File: src/rtl/cam_val_ctrl.sv
`default_nettype none
// ============================================================================
// Module   : cam_val_ctrl
// Purpose  : Valid-bit controller for a 32-entry CAM. It holds one valid bit
//            per entry, which the one-hot write and invalidate vectors update.
//            It qualifies raw tag matches with those valid bits and registers
//            hit, hit index and multi-hit. It also reports occupancy and the
//            lowest free entry to the allocation logic.
// Ports    : clk, rst_n             - clock, async active-low reset
//            wr_dec_i / wr_en_i     - write vector and its qualifier
//            inv_dec_i / inv_en_i   - invalidate vector and its qualifier
//            search_i / match_i     - search pulse and raw compare vector
//            flush_i                - clear-all (only with CAM_VAL_FLUSH_EN)
//            valid_o, count_o       - valid bits and their popcount
//            full_o, empty_o        - occupancy status
//            free_idx_o, free_vld_o - lowest free entry and its qualifier
//            search_done_o, hit_o, hit_idx_o, multi_hit_o - search result
// Options  : `define CAM_VAL_FLUSH_EN adds the flush_i port.
// Revision : 1.0 - initial release
// ============================================================================
module cam_val_ctrl #(
    parameter int ENTRIES = 32
) (
    input  logic               clk,
    input  logic               rst_n,
    input  logic [ENTRIES-1:0] wr_dec_i,
    input  logic               wr_en_i,
    input  logic [ENTRIES-1:0] inv_dec_i,
    input  logic               inv_en_i,
    input  logic               search_i,
    input  logic [ENTRIES-1:0] match_i,
`ifdef CAM_VAL_FLUSH_EN
    input  logic               flush_i,
`endif
    output logic [ENTRIES-1:0] valid_o,
    output logic [5:0]         count_o,
    output logic               full_o,
    output logic               empty_o,
    output logic [4:0]         free_idx_o,
    output logic               free_vld_o,
    output logic               search_done_o,
    output logic               hit_o,
    output logic [4:0]         hit_idx_o,
    output logic               multi_hit_o
);

    localparam logic [5:0] c_FULL_COUNT = 6'd32;

    logic [ENTRIES-1:0] r_valid;
    logic [5:0]         r_count;
    logic               r_full;
    logic               r_empty;
    logic [4:0]         r_free_idx;
    logic               r_free_vld;
    logic               r_done;
    logic               r_hit;
    logic [4:0]         r_hit_idx;
    logic               r_multi;

    logic [ENTRIES-1:0] w_next;
    logic [ENTRIES-1:0] w_qual;
    logic [5:0]         w_count;
    logic [4:0]         w_free_idx;
    logic [4:0]         w_hit_idx;

    // Invalidate is applied first and write second, so a write to the same
    // entry in the same cycle leaves that entry valid.
    always_comb begin
        w_next = (r_valid & ~(inv_en_i ? inv_dec_i : '0)) |
                 (wr_en_i ? wr_dec_i : '0);
`ifdef CAM_VAL_FLUSH_EN
        if (flush_i) begin
            w_next = '0;
        end
`endif
    end

    // The search sees the pre-update valid bits. A write in this cycle is
    // therefore invisible to a search issued in the same cycle.
    assign w_qual = match_i & r_valid;

    // Status is derived from the next state so that it registers together
    // with the valid bits and always agrees with valid_o.
    always_comb begin
        w_count = '0;
        for (int i = 0; i < ENTRIES; i++) begin
            w_count = w_count + 6'(w_next[i]);
        end
    end

    // Lowest-index priority encoders. Scanning from the top down lets the
    // lowest set bit win, and the result is 0 when no bit is set.
    always_comb begin
        w_free_idx = '0;
        w_hit_idx  = '0;
        for (int i = ENTRIES - 1; i >= 0; i--) begin
            if (!w_next[i]) begin
                w_free_idx = 5'(i);
            end
            if (w_qual[i]) begin
                w_hit_idx = 5'(i);
            end
        end
    end

    always_ff @(posedge clk or negedge rst_n) begin
        if (!rst_n) begin
            r_valid    <= '0;
            r_count    <= '0;
            r_full     <= 1'b0;
            r_empty    <= 1'b1;
            r_free_idx <= '0;
            r_free_vld <= 1'b1;
            r_done     <= 1'b0;
            r_hit      <= 1'b0;
            r_hit_idx  <= '0;
            r_multi    <= 1'b0;
        end else begin
            r_valid    <= w_next;
            r_count    <= w_count;
            r_full     <= (w_count == c_FULL_COUNT);
            r_empty    <= (w_count == 6'd0);
            r_free_idx <= w_free_idx;
            r_free_vld <= ~&w_next;
            r_done     <= search_i;
            // The result registers hold their value between searches.
            if (search_i) begin
                r_hit     <= |w_qual;
                r_hit_idx <= w_hit_idx;
                // A vector has more than one bit set exactly when clearing
                // its lowest set bit leaves something behind.
                r_multi   <= |(w_qual & (w_qual - 1'b1));
            end
        end
    end

    assign valid_o       = r_valid;
    assign count_o       = r_count;
    assign full_o        = r_full;
    assign empty_o       = r_empty;
    assign free_idx_o    = r_free_idx;
    assign free_vld_o    = r_free_vld;
    assign search_done_o = r_done;
    assign hit_o         = r_hit;
    assign hit_idx_o     = r_hit_idx;
    assign multi_hit_o   = r_multi;

endmodule
`default_nettype wire
File: config.mk
export PLATFORM = sky130hd
export DESIGN_NAME = cam_val_ctrl
export DESIGN_NICKNAME = d
export VERILOG_FILES = /design/src/rtl/cam_val_ctrl.sv
export SDC_FILE = /design/constraint.sdc
export NUM_CORES = 1
export LEC_CHECK = 0
export CORE_ASPECT_RATIO = 0.75
export CORE_UTILIZATION = 30
export CTS_CLUSTER_DIAMETER = 120
export CTS_CLUSTER_SIZE = 30
export DETAILED_ROUTE_END_ITERATION = 7
export SYNTH_ARGS = -nofsm -noshare
export SYNTH_HDL_FRONTEND = slang
export SYNTH_SLANG_ARGS = --single-unit
File: constraint.sdc
create_clock -name clk -period 11.11 [get_ports clk]
set_clock_uncertainty 0.1 [all_clocks]
set_input_delay 1.6665 -clock clk [delete_from_list [all_inputs] [get_ports clk]]
set_output_delay 1.6665 -clock clk [all_outputs]
set_load 0.01 [all_outputs]
# Yosys cells after proc, flatten, opt, wreduce, memory -nomap -nowiden
# Cells that the tools add are included.
# op_classes
addsub,32
eq_ne,1
n_mux,66
bitwise_logic,5
reduce_logical,5
# op_table
cell,n
$mux 5,64
$add 6x1->6,26
$and 32x32->32,3
$mux 32,2
$reduce_or 32->1,2
$not 32->32,1
$or 32x32->32,1
$reduce_and 32->1,1
$sub 32x1->32 const B,1
$add 5x1->6,1
$eq 6x6->1 const B,1
$logic_not 6->1,1
$add 4x1->5,1
$add 3x1->4,1
$add 2x1->3,1
$add 1x1->2,1
$logic_not 1->1,1
# word_totals
ff_bits,54
inputBits,101
output_inout_bits,54
wordCells,119

# Depth between registers and ports, before layout
# Gate-level depths: netlist of run 1.
# logic_depth
word_depth,36
ltp_mapped,21
ltp_nobuf,20

# Worst setup path after synthesis of run 1
# No wires, ideal clock.
# synth_timing
path_type,input to register
from,in inv_en_i
to,reg r_empty (netlist: empty_o)
setup_time_ns,0.082
t_arrival_ns,6.665
required_time_ns,10.928
path_slack_ns,4.264
path_stages,16
n_path_buf,1
cell_sequence,clkbuf_1 nand2_1 a22oi_1 fa_1 fa_1 fa_1 fa_1 fa_1 fa_1 inv_1 ha_1 inv_1 fa_1 inv_1 or4_1 nor3_1
# synth_between
elab_chain_cells,36
# synth_rtl
item,line,text
start: declaration,29,"input logic inv_en_i,"
$mux 32 (*),69,w_next = (r_valid & ~(inv_en_i ? inv_dec_i : '0)) |
$not 32->32 (*),69,
$and 32x32->32 (*),69,
$or 32x32->32 (*),69,
$add 1x1->2,87,w_count = w_count + 6'(w_next[i]);
$add 2x1->3,87,
$add 3x1->4,87,
$add 4x1->5,87,
$add 5x1->6,87,
$add 6x1->6 (25 in a row),87,
$add 6x1->6 (*),87,
net w_count[1],62,logic [5:0] w_count;
$logic_not 6->1 (*),122,r_empty <= (w_count == 6'd0);
end signal: assignment,122,
end: declaration,52,logic r_empty;
# The timed path passes the listed nets; every way through them passes the cells marked *.
# A chain may end at the register's enable or synchronous reset.

# Final worst setup path of run 1
# Same ends and word-level chain as after synthesis.

==> impl_metrics.env, run 1 <==
export IMPL_synthTopCellsByArea="dfrtp_1 (32%), fa_1 (12%), nand2_1 (8.2%)"
export IMPL_final_common_cell="clkdlybuf4s50_1"
export IMPL_cap_violations=0
export IMPL_grt_pass1_wl_um=22200
export IMPL_vias=4104
export IMPL_most_common_layout_cells="clkdlybuf4s50_1 (153), nand2_1 (89), inv_1 (54), dfrtp_1 (52), fa_1 (24)"
export IMPL_antenna_found_initial=0
export IMPL_route_detailed_drc=0
export IMPL_cts_max_path_buffers=2
export IMPL_die_h_um=103
export IMPL_synth_top_flop_cell="dfrtp_1"
export IMPL_wirelength_um=14800
export IMPL_syn_area_per_cell_um2=9.02
export IMPL_num_antenna_cells=0
export IMPL_start_kind="input pin"
export IMPL_fin_util_pct=45.5
export IMPL_final_layout_size_suffix_gt1_share_pct=6.73
export IMPL_timing_final_crit_share_pct=66.7
export IMPL_synth_warnings=0
export IMPL_num_io_pins=155
export IMPL_place_inst=772
export IMPL_port_buffers=154
export IMPL_regArea_um2=1350
export IMPL_syn_num_nets=584
export IMPL_fmax_mhz=135
export IMPL_path_clk_slew_ns=0.08
export IMPL_cts_num_sinks=54
export IMPL_reg2regPathDepth=16
export IMPL_fp_dieArea_um2=14000
export IMPL_path_delay_family="adder cells"
export IMPL_crit_chain="clkdlybuf4s50_1, buf_4, nand2_1, a22oi_1, fa_1, fa_1, fa_1, fa_1, fa_1, fa_1, inv_1, ha_1, inv_1, fa_1, inv_1, or4_1, nor3_1"
export IMPL_synth_top_area_share_pct=32.0
export IMPL_layoutNonFillerInstCount=780
export IMPL_fillers=1261
export IMPL_hold_viol=0
export IMPL_timing_slew_headroom_pct=47.5
export IMPL_async_reset_ff_share_pct=100
export IMPL_cellPowerDensity_nw_per_um2=240
export IMPL_hold_start="hit_idx_o[4]"
export IMPL_drt_pre_antenna_iters=5
export IMPL_synth_edff_count=0
export IMPL_wl_per_cell_um=18.9
export IMPL_end_kind="register"
export IMPL_holdWs_ns=0.421
export IMPL_yosys_register_bits=54
export IMPL_post_cts_buffers=0
export IMPL_fin_ws_ns=3.69
export IMPL_syn_area_um2=4070
export IMPL_grt_pass1_vias=4017
export IMPL_overflow=0
export IMPL_crit_path_frequent_cell="fa_1"
export IMPL_die_x_um=136
export IMPL_cp_arrival_ns=7.54
export IMPL_worst_r2r_endpoint="empty_o"
export IMPL_crit_start="inv_en_i"
export IMPL_cts_tree="built"
export IMPL_crit_buf_inv=5
export IMPL_cp_max_fo=32
export IMPL_fin_area_um2=5960
export IMPL_finalSetupTns_ns=0
export IMPL_coreArea_um2=13100
export IMPL_ir_worst_vdd_uv=465
export IMPL_r2r_start="valid_o[27]"
export IMPL_globalplace_congestion=0.883
export IMPL_htree_levels=2
export IMPL_multi_input_area_um2=2450
export IMPL_synth_cells=451
export IMPL_hp_class="reg -> reg"
export IMPL_min_to="hit_idx_o[4]"
export IMPL_cts_buffers=5
export IMPL_track_usage_pct=21.3
export IMPL_synthDistinctLibCells=68
export IMPL_hold_buffers=0
export IMPL_clock_latency_ns=0.30
export IMPL_fin_crit_ns=7.42
export IMPL_outcome="complete, no violations"
export IMPL_yosysSeqAreaShare_pct=33.3
export IMPL_place_area_um2=5810
export IMPL_reg2reg_slack_ns=5.37
export IMPL_max_stage_delay_ns=0.59
export IMPL_required_ns=11.23
export IMPL_rsz0062_at_grt="false"
export IMPL_syn_to_final_growth_pct=46.6
export IMPL_nets=741
export IMPL_grt_max_degree=55
export IMPL_cts_resized_gates=0
export IMPL_hold_path_depth=2
export IMPL_setup_violations=0
export IMPL_std_cell_rows=36
export IMPL_slowest_stage="fa_1"
export IMPL_cts_root_buffer_cell="clkbuf_16"
export IMPL_post_dp_hpwl_um=12400
export IMPL_power_mw=1.43
export IMPL_tightestPinTransition_ns=0.787
export IMPL_start_util_pct=31.0
export IMPL_finalMaxSlewViolations=0
export IMPL_p_leak_nw=2.61
export IMPL_path_class="in -> reg"
export IMPL_viasPerCell=5.26
export IMPL_initialDrtViolationCount=305
export IMPL_pre_cts_ws_ns=3.36
export IMPL_yosysTopAreaCell="dfrtp_1"
export IMPL_ant_nets=0
-- power breakdown --
group | internal, mW | switching [mW]
Clock | 0.0863 | 0.0815
Combinational | 0.472 | 0.514
Sequential | 0.246 | 0.0303
-- logic make-up after synthesis --
kind of cell	Yosys count	share of synthesized area, %
AND/OR/NAND/NOR	158	18.8
AO/OA/AOI/OAI	132	25.5
buffers and inverters	68	6.46
flip-flops	54	33.3
adder cells (fa/ha/maj)	35	15.0
XOR/XNOR	3	0.646
multiplexers	1	0.246
-- registers in the layout, indices dropped and copies added (netlist names) --
signal / flops
free_vld_o: 1
full_o: 1
hit_idx_o: 5
multi_hit_o: 1
empty_o: 1
free_idx_o: 5
hit_o: 1
search_done_o: 1
count_o: 6
valid_o: 32
-- worst min-delay path: stages, from the launching register on --
cell     delay [ns]
dfrtp_1        0.38
inv_1          0.05
o21ai_0        0.06
-- layer usage --
| layer | GRT usage (%) | vias up | wire, um |
|---|---|---|---|
| met4 | 4.36 | 0 | 176 |
| li1 | - | 1925 | - |
| met5 | 0 | - | 0 |
| met1 | 31.1 | 2018 | 6970 |
| met2 | 32.4 | 145 | 6650 |
| met3 | 4.52 | 16 | 989 |
-- synth_stat cells (5+ instances only) --
cell type,instances
o211ai_1,5
a31oi_1,8
fa_1,24
buf_2,6
nand3_1,13
inv_2,6
a21boi_0,6
nor2_1,14
ha_1,8
nor3_1,7
nand2_1,89
a22o_1,14
dfrtp_1,52
a22oi_1,18
inv_1,54
and2_1,8
a21oi_1,13
o21ai_0,8
-- how the worst max path moves through the flow --
| stage | endpoint | slack (ns) | cells past startpoint |
|---|---|---|---|
| 4_1_cts | empty_o | 3.65 | 17 |
| 3_5_place_dp | empty_o | 3.36 | 17 |
| 2_1_floorplan | empty_o | 4.26 | 16 |
| 3_3_place_gp | empty_o | 3.55 | 17 |
| 6_report | empty_o | 3.69 | 17 |
| 5_1_grt | empty_o | 3.42 | 17 |
-- cell type report --
type,count,area share [%]
clock inverters,3,0.483
multi-input cells,329,41.1
repair buffers,157,26.2
flip-flops and latches,54,22.7
clock buffers,5,2.10
well taps,171,3.59
inverters,61,3.84
No activity file was read; power rests on OpenSTA's default activity.
==> inputs of run 2 (changes only) <==
==> constraint.sdc (replaced) <==
create_clock -name clk -period 7.3 [get_ports clk]
set_clock_uncertainty 0.1 [all_clocks]
set_input_delay 1.095 -clock clk [delete_from_list [all_inputs] [get_ports clk]]
set_output_delay 1.095 -clock clk [all_outputs]
set_load 0.01 [all_outputs]
==> impl_metrics.env, run 2 (same netlist as run 1, synthesis figures left out) <==
export IMPL_outcome="complete, no violations"
export IMPL_track_usage_pct=21.1
export IMPL_fin_util_pct=45.8
export IMPL_layoutNonFillerInstCount=783
export IMPL_nets=744
export IMPL_htree_levels=2
export IMPL_clock_latency_ns=0.30
export IMPL_drt_pre_antenna_iters=5
export IMPL_place_inst=775
export IMPL_cp_arrival_ns=6.86
export IMPL_viasPerCell=5.19
export IMPL_grt_max_degree=55
export IMPL_std_cell_rows=36
export IMPL_hp_class="reg -> reg"
export IMPL_globalplace_congestion=0.940
export IMPL_cts_tree="built"
export IMPL_cap_violations=0
export IMPL_num_io_pins=155
export IMPL_antenna_found_initial=0
export IMPL_required_ns=7.42
export IMPL_place_area_um2=5850
export IMPL_port_buffers=154
export IMPL_cts_num_sinks=54
export IMPL_rsz0062_at_grt="false"
export IMPL_post_dp_hpwl_um=12300
export IMPL_initialDrtViolationCount=267
export IMPL_overflow=0
export IMPL_ant_nets=0
export IMPL_cp_max_fo=32
export IMPL_fmax_mhz=148
export IMPL_p_leak_nw=2.64
export IMPL_start_kind="input pin"
export IMPL_fin_area_um2=6000
export IMPL_start_util_pct=31.0
export IMPL_final_common_cell="clkdlybuf4s50_1"
export IMPL_coreArea_um2=13100
export IMPL_hold_viol=0
export IMPL_power_mw=2.20
export IMPL_wl_per_cell_um=18.9
export IMPL_tightestPinTransition_ns=0.782
export IMPL_route_detailed_drc=0
export IMPL_cellPowerDensity_nw_per_um2=367
export IMPL_vias=4063
export IMPL_path_class="in -> reg"
export IMPL_timing_slew_headroom_pct=47.8
export IMPL_post_cts_buffers=0
export IMPL_wirelength_um=14800
export IMPL_num_antenna_cells=0
export IMPL_cts_resized_gates=0
export IMPL_ir_worst_vdd_uv=739
export IMPL_syn_to_final_growth_pct=47.7
export IMPL_path_clk_slew_ns=0.08
export IMPL_cts_root_buffer_cell="clkbuf_16"
export IMPL_setup_violations=0
export IMPL_end_kind="register"
export IMPL_final_layout_size_suffix_gt1_share_pct=7.19
export IMPL_hold_buffers=0
export IMPL_grt_pass1_vias=4080
export IMPL_cts_buffers=5
export IMPL_most_common_layout_cells="clkdlybuf4s50_1 (153), nand2_1 (89), inv_1 (54), dfrtp_1 (52), fa_1 (24)"
export IMPL_largest_register_ffs=32
export IMPL_die_x_um=136
export IMPL_timing_final_crit_share_pct=92.4
export IMPL_grt_pass1_wl_um=22100
export IMPL_finalSetupTns_ns=0
export IMPL_fin_crit_ns=6.74
export IMPL_finalMaxSlewViolations=0
export IMPL_cts_max_path_buffers=2
export IMPL_die_h_um=103
export IMPL_fp_dieArea_um2=14000
==> run 2: changes by cell type in the layout (fill, tap and decap cells not counted) <==
cell	delta
buf_12	+2
inv_6	+2
buf_4	+1
clkinv_4	-1
inv_8	-1
==> run 2: worst paths after layout <==
check,start,end,slack (ns),cells after the start
setup / recovery,inv_en_i,empty_o,0.56,19
hold / removal,hit_idx_o[3],hit_idx_o[3],0.43,2
setup reg to reg,valid_o[27],empty_o,1.48,16
hold reg to reg,hit_idx_o[3],hit_idx_o[3],0.43,2
max in group asynchronous,rst_n,count_o[4],5.77,2
min in group asynchronous,rst_n,hit_o,0.83,2
==> run 2: through the flow <==
step / setup slack [ns] / hold slack [ns]
after global routing: 0.273 / 0.483
after floorplan: 1.03 / 0.449
after CTS: 0.556 / 0.428
after global placement: 0.435 / 0.411
after detailed placement: 0.288 / 0.418
final: 0.558 / 0.426
==> run 2: power breakdown <==
part	leakage (nW)	internal [mW]	switching, mW
Clock	0.0748	0.131	0.121
Combinational	1.93	0.733	0.796
Sequential	0.631	0.375	0.0464
Total	2.64	1.24	0.963
==> run 2: layout make-up <==
| cell class | count | area, um2 |
|---|---|---|
| fillers | 1257 | 7100 |
| multi-input cells | 329 | 2450 |
| repair buffers | 160 | 1610 |
| flip-flops and latches | 54 | 1350 |
| inverters | 61 | 229 |
| well taps | 171 | 214 |
| clock buffers | 5 | 125 |
| clock inverters | 3 | 26.3 |
==> run 2: per-layer routing <==
layer  global-route usage (%)  up-vias  share of wire (%)
li1                         -     1930                  -
met1                     30.3     1998                 47
met2                     33.4      120                 46
met3                     3.24       15                5.4
met4                     4.62        0                1.1
met5                        0        -                  0
==> run 2: worst max-delay path: stages <==
cell             delay, ns
clkdlybuf4s50_1       0.51
buf_12                0.20
nand2_1               0.07
a22oi_1               0.28
inv_1                 0.17
fa_1                  0.51
inv_1                 0.05
fa_1                  0.45
fa_1                  0.52
fa_1                  0.45
fa_1                  0.54
fa_1                  0.43
inv_1                 0.08
ha_1                  0.17
inv_1                 0.06
fa_1                  0.48
inv_1                 0.05
or4_1                 0.55
nor3_1                0.17
==> inputs of run 3 (changes only) <==
--- a/config.mk
+++ b/config.mk
@@ -10,6 +10,7 @@
 export CTS_CLUSTER_DIAMETER = 120
 export CTS_CLUSTER_SIZE = 30
 export DETAILED_ROUTE_END_ITERATION = 7
+export GPL_TIMING_DRIVEN = 0
 export SYNTH_ARGS = -nofsm -noshare
 export SYNTH_HDL_FRONTEND = slang
 export SYNTH_SLANG_ARGS = --single-unit
==> impl_metrics.env, run 3 (same netlist as run 1, synthesis figures left out) <==
export IMPL_antenna_found_initial=0
export IMPL_post_dp_hpwl_um=13100
export IMPL_end_kind="register"
export IMPL_post_cts_buffers=0
export IMPL_ir_worst_vdd_uv=760
export IMPL_path_class="in -> reg"
export IMPL_p_clk_share_pct=12.9
export IMPL_cp_max_fo=10
export IMPL_p_seq_share_pct=18.9
export IMPL_cts_root_buffer_cell="clkbuf_16"
export IMPL_final_layout_size_suffix_gt1_share_pct=7.65
export IMPL_viasPerCell=5.24
export IMPL_fin_crit_ns=6.86
export IMPL_most_common_layout_cells="clkdlybuf4s50_1 (153), nand2_1 (89), inv_1 (54), dfrtp_1 (52), fa_1 (24)"
export IMPL_wirelength_um=15400
export IMPL_start_util_pct=31.0
export IMPL_power_mw=2.22
export IMPL_hold_viol=0
export IMPL_p_leak_nw=2.64
export IMPL_die_x_um=136
export IMPL_initialDrtViolationCount=304
export IMPL_crit_start="inv_en_i"
export IMPL_ant_nets=0
export IMPL_wl_per_cell_um=19.6
export IMPL_setup_violations=0
export IMPL_power_frac_comb_pct=68.2
export IMPL_die_h_um=103
export IMPL_timing_final_crit_share_pct=94.0
export IMPL_port_buffers=154
export IMPL_cts_num_sinks=54
export IMPL_layoutNonFillerInstCount=785
export IMPL_r2r_start="valid_o[27]"
export IMPL_place_area_um2=5840
export IMPL_fin_area_um2=6020
export IMPL_place_inst=777
export IMPL_fin_util_pct=45.9
export IMPL_hp_class="reg -> reg"
export IMPL_vias=4117
export IMPL_p_int_mw=1.26
export IMPL_swShare_pct=43.2
export IMPL_hold_buffers=0
export IMPL_cap_violations=0
export IMPL_globalplace_congestion=0.883
export IMPL_syn_to_final_growth_pct=48.0
export IMPL_htree_levels=2
export IMPL_pre_cts_ws_ns=-0.176
export IMPL_outcome="complete, no violations"
export IMPL_cts_buffers=5
export IMPL_start_kind="input pin"
export IMPL_clock_latency_ns=0.30
export IMPL_tightestPinTransition_ns=0.816
export IMPL_cellPowerDensity_nw_per_um2=370
export IMPL_required_ns=7.42
export IMPL_timing_slew_headroom_pct=45.6
export IMPL_coreArea_um2=13100
export IMPL_grt_pass1_wl_um=23400
export IMPL_nets=746
export IMPL_hold_start="hit_idx_o[3]"
export IMPL_largest_register_ffs=32
export IMPL_cts_resized_gates=0
export IMPL_cp_arrival_ns=6.99
export IMPL_fmax_mhz=146
export IMPL_rsz0062_at_grt="false"
export IMPL_drt_pre_antenna_iters=5
export IMPL_overflow=0
export IMPL_p_sw_mw=0.961
export IMPL_final_common_cell="clkdlybuf4s50_1"
export IMPL_path_clk_slew_ns=0.08
export IMPL_grt_pass1_vias=4121
export IMPL_fp_dieArea_um2=14000
export IMPL_finalMaxSlewViolations=0
export IMPL_reg2regPathDepth=16
export IMPL_grt_max_degree=34
export IMPL_num_io_pins=155
export IMPL_cts_tree="built"
export IMPL_hold_path_depth=2
export IMPL_route_detailed_drc=0
export IMPL_cts_max_path_buffers=2
export IMPL_fin_ws_ns=0.438
export IMPL_track_usage_pct=22.5
export IMPL_num_antenna_cells=0
export IMPL_std_cell_rows=36
-- run 3: cell count changes in the layout (fill, tap and decap cells not counted), sizes merged --
cell / previous run / this run
inv: 62 / 61
bufinv: 0 / 1
clkinv: 2 / 1
buf: 7 / 8
clkbuf: 5 / 6
clkinvlp: 0 / 1
-- run 3: final timing paths --
path                                end  slack, ns
setup / recovery                empty_o       0.44
hold / removal             hit_idx_o[3]       0.43
setup reg to reg                empty_o       1.55
hold reg to reg            hit_idx_o[3]       0.43
max in group asynchronous       empty_o       5.76
min in group asynchronous         hit_o       0.68
-- run 3: power by group through the flow --
stage / combinational [mW] / sequential, mW / clock, mW
2_1_floorplan: 1.08 / 0.431 / 0
3_3_place_gp: 1.50 / 0.426 / 0
3_5_place_dp: 1.54 / 0.425 / 0
4_1_cts: 1.55 / 0.420 / 0.296
5_1_grt: 1.79 / 0.426 / 0.307
6_report: 1.52 / 0.421 / 0.286
-- run 3: cell type report --
type	instances	area [um2]
Clock inverter	3	48.8
Timing Repair Buffer	155	1560
Multi-Input combinational cell	329	2450
Buffer	7	35.0
Sequential cell	54	1350
Tap cell	171	214
Clock buffer	5	125
Inverter	61	229
Fill cell	1303	7090
-- run 3: worst max-delay path, stage by stage --
cell             delay (ns)
clkdlybuf4s50_1        0.56
buf_2                  0.28
nand2_1                0.07
a22oi_1                0.46
fa_1                   0.53
fa_1                   0.47
fa_1                   0.50
fa_1                   0.57
fa_1                   0.43
fa_1                   0.44
inv_1                  0.07
ha_1                   0.16
inv_1                  0.05
fa_1                   0.48
inv_1                  0.05
or4_1                  0.57
nor3_1                 0.17
-- run 3: through the flow --
| stage | setup TNS (ns) | hold WS [ns] |
|---|---|---|
| 6_report | 0 | 0.427 |
| 5_1_grt | 0 | 0.463 |
| 4_1_cts | 0 | 0.436 |
| 3_5_place_dp | -0.286 | 0.425 |
| 3_3_place_gp | -0.178 | 0.414 |
| 2_1_floorplan | 0 | 0.449 |
-- run 3: layer usage --
layer	share of wire [%]	GRT usage [%]	up-vias	wire length (um)
met1	49	33.5	2035	7550
met5	0	0	-	0
met4	1.6	5.56	0	251
li1	-	-	1941	-
met2	44	33.9	123	6800
met3	5.1	3.49	18	780
==> patch (flow settings as in run 2) <==
Change the parameter `ENTRIES` from 32 to 128.
--- a/src/rtl/cam_val_ctrl.sv
+++ b/src/rtl/cam_val_ctrl.sv
@@ -19,7 +19,7 @@
 // Revision : 1.0 - initial release
 // ============================================================================
 module cam_val_ctrl #(
-    parameter int ENTRIES = 32
+    parameter int ENTRIES = 128
 ) (
     input  logic               clk,
     input  logic               rst_n,
Ports: changed (resized inv_dec_i, match_i, valid_o and wr_dec_i); port bits go from 155 to 539. No check against the original RTL was run, so the function may have changed too.
==> patch against run 2 <==
The flow now finishes with violations (negative setup slack). Setup slack lost 1.6 ns. Core utilization grew 5.9 points. First-iteration DRC count grew to 10 times the old value. Critical path depth grew 3. Wire length grew to 6.9 times the old value. Area after synthesis grew to 3.5 times the old value. Cell area grew to 4.0 times the old value. Sequential cell count grew 96. Critical path type unchanged.
Power is left out: the tool's default activity adds up to more than one toggle a clock period on the data nets, which glitch-free logic cannot reach.
==> patch: results (changes against run 2) <==
Ys Warns: 0 (unchanged)
Vias per cell: 5.95 (+15%)
Clock transition at path regs: 0.08 ns (about the same)
Final setup margin: -1.03 ns (-1.59 ns)
Drt initial violations: 2673 (+900%)
Slew Limit Headroom: 24.9% (-23 points)
Post-synth top cells: nand2_1, inv_1, dfrtp_1
Share of layout cells above drive strength 1: 17.9% (+11 points)
Worst-path maximum fanout: 2 (-94%)
Initial antenna violation count: 15 (+15)
Final nets: 3097 (+320%)
Hold Path Class: flop to flop
Syn Nets: 2261 (+290%)
Largest register FFs: 128 (+300%)
First-pass GRT wire length: 139 mm (+530%)
Largest net degree at the start of global routing: 93 (+69%)
Clock Tree Buf Depth: 2 (unchanged)
Seq/Total Area, Yosys: 26.3% (-7.0 points)
# setup viols final: 7 (+7)
Dpl hpwl: 87.6 mm (+610%)
Gr usage total: 41.1% (+20 points)
Final hold vios: 0 (unchanged)
Wire per inst: 31.8 um (+69%)
I/O Buffers: 538 (+250%)
Drt pass-1 iters: 8 (+3)
Final TNS setup: -5.33 ns (-5.33 ns)
Gp weighted congestion: 1.07 (+14%)
Vias in the first global route: 18103 (+340%)
Top cells by area, synth: dfrtp_1, fa_1, nand2_1
Worst skew pair latency: 0.46 ns (+0.16 ns)
Clock buffer count from CTS: 17 (+12)
Clk root buf: clkbuf_16
Netlist cell types: 77 (+13%)
Most common flop cell mapped by yosys: dfrtp_1
H-tree levels: 4 (+2)
Failing checks: negative setup slack
Worst Path Arrival: 8.60 ns (+1.74 ns)
Ys async rst share: 100% (unchanged)
Outcome: finished with violations
## patch: what timing repair did
action | CTS | global route
gates cloned | 1 | 7
setup buffers | 4 | 21
hold endpoints to repair | 0 | 0
setup endpoints to repair | 8 | 8
resized for setup | 64 | 87
pin swaps | 21 | 65
## patch: cells by family after synthesis
family                     Yosys count  share of synthesized area [%]
AOI/OAI and AO/OA                  523                           26.7
buffers and inverters              221                           5.90
adders and majority gates          138                           18.0
xor gates and xnor gates             8                          0.490
and+or+nand+nor                    695                           22.6
DFF                                150                           26.3
## patch: area by class of cell
type	count	area (um2)
Antenna cell	11	27.5
Clock inverter	14	181
Tap cell	630	788
Clock buffer	18	429
Multi-Input combinational cell	1364	10000
Timing Repair Buffer	847	8150
Inverter	191	717
Sequential cell	150	3760
Fill cell	4461	22500
## patch: layer usage
layer	global-route usage [%]	share of wire (%)	routed length, um	up-vias
met5	0	0.019	19	-
met4	8.29	2.1	2110	4
met3	13.8	13	13500	159
met2	56.2	40	41200	1357
met1	61.5	45	45800	9673
li1	-	-	-	8006
## patch: final timing paths
check	endpoint	startpoint	slack, ns	cells after the start
min	hit_idx_o[4]$_DFFE_PN0P_	hit_idx_o[4]$_DFFE_PN0P_	0.43	2
min in group asynchronous	valid_o[109]$_DFF_PN0_	rst_n	0.60	1
max in group asynchronous	valid_o[74]$_DFF_PN0_	rst_n	5.02	2
min reg2reg	hit_idx_o[4]$_DFFE_PN0P_	hit_idx_o[4]$_DFFE_PN0P_	0.43	2
max	full_o$_DFF_PN0_	wr_dec_i[75]	-1.03	22
max reg2reg	full_o$_DFF_PN0_	valid_o[111]$_DFF_PN0_	-0.42	23
## patch: worst max-delay path, cell delays in order
cell,delay [ns]
clkdlybuf4s15_1,0.30
a22o_4,0.33
fa_2,0.62
inv_2,0.05
fa_1,0.56
inv_2,0.05
fa_1,0.55
fa_1,0.45
fa_1,0.54
fa_1,0.54
inv_2,0.04
fa_1,0.49
fa_1,0.50
inv_1,0.05
fa_1,0.45
fa_1,0.56
ha_4,0.15
inv_2,0.04
fa_2,0.56
inv_2,0.04
or3_4,0.39
nor4b_4,0.21
## patch: metrics by stage
| step | area [um2] | utilization, % | worst slack, ns | instances | hold WS [ns] |
|---|---|---|---|---|---|
| 2_1_floorplan | 14500 | - | -1.33 | 1735 | 0.418 |
| 3_3_place_gp | 22600 | 48.6 | -1.68 | 3150 | 0.412 |
| 3_5_place_dp | 22600 | 48.6 | -1.68 | 3150 | 0.419 |
| 4_1_cts | 23500 | 50.4 | -1.03 | 3187 | 0.439 |
| 5_1_grt | 24100 | 51.7 | -1.14 | 3224 | 0.455 |
| 6_report | 24100 | 51.7 | -1.03 | 3225 | 0.434 |
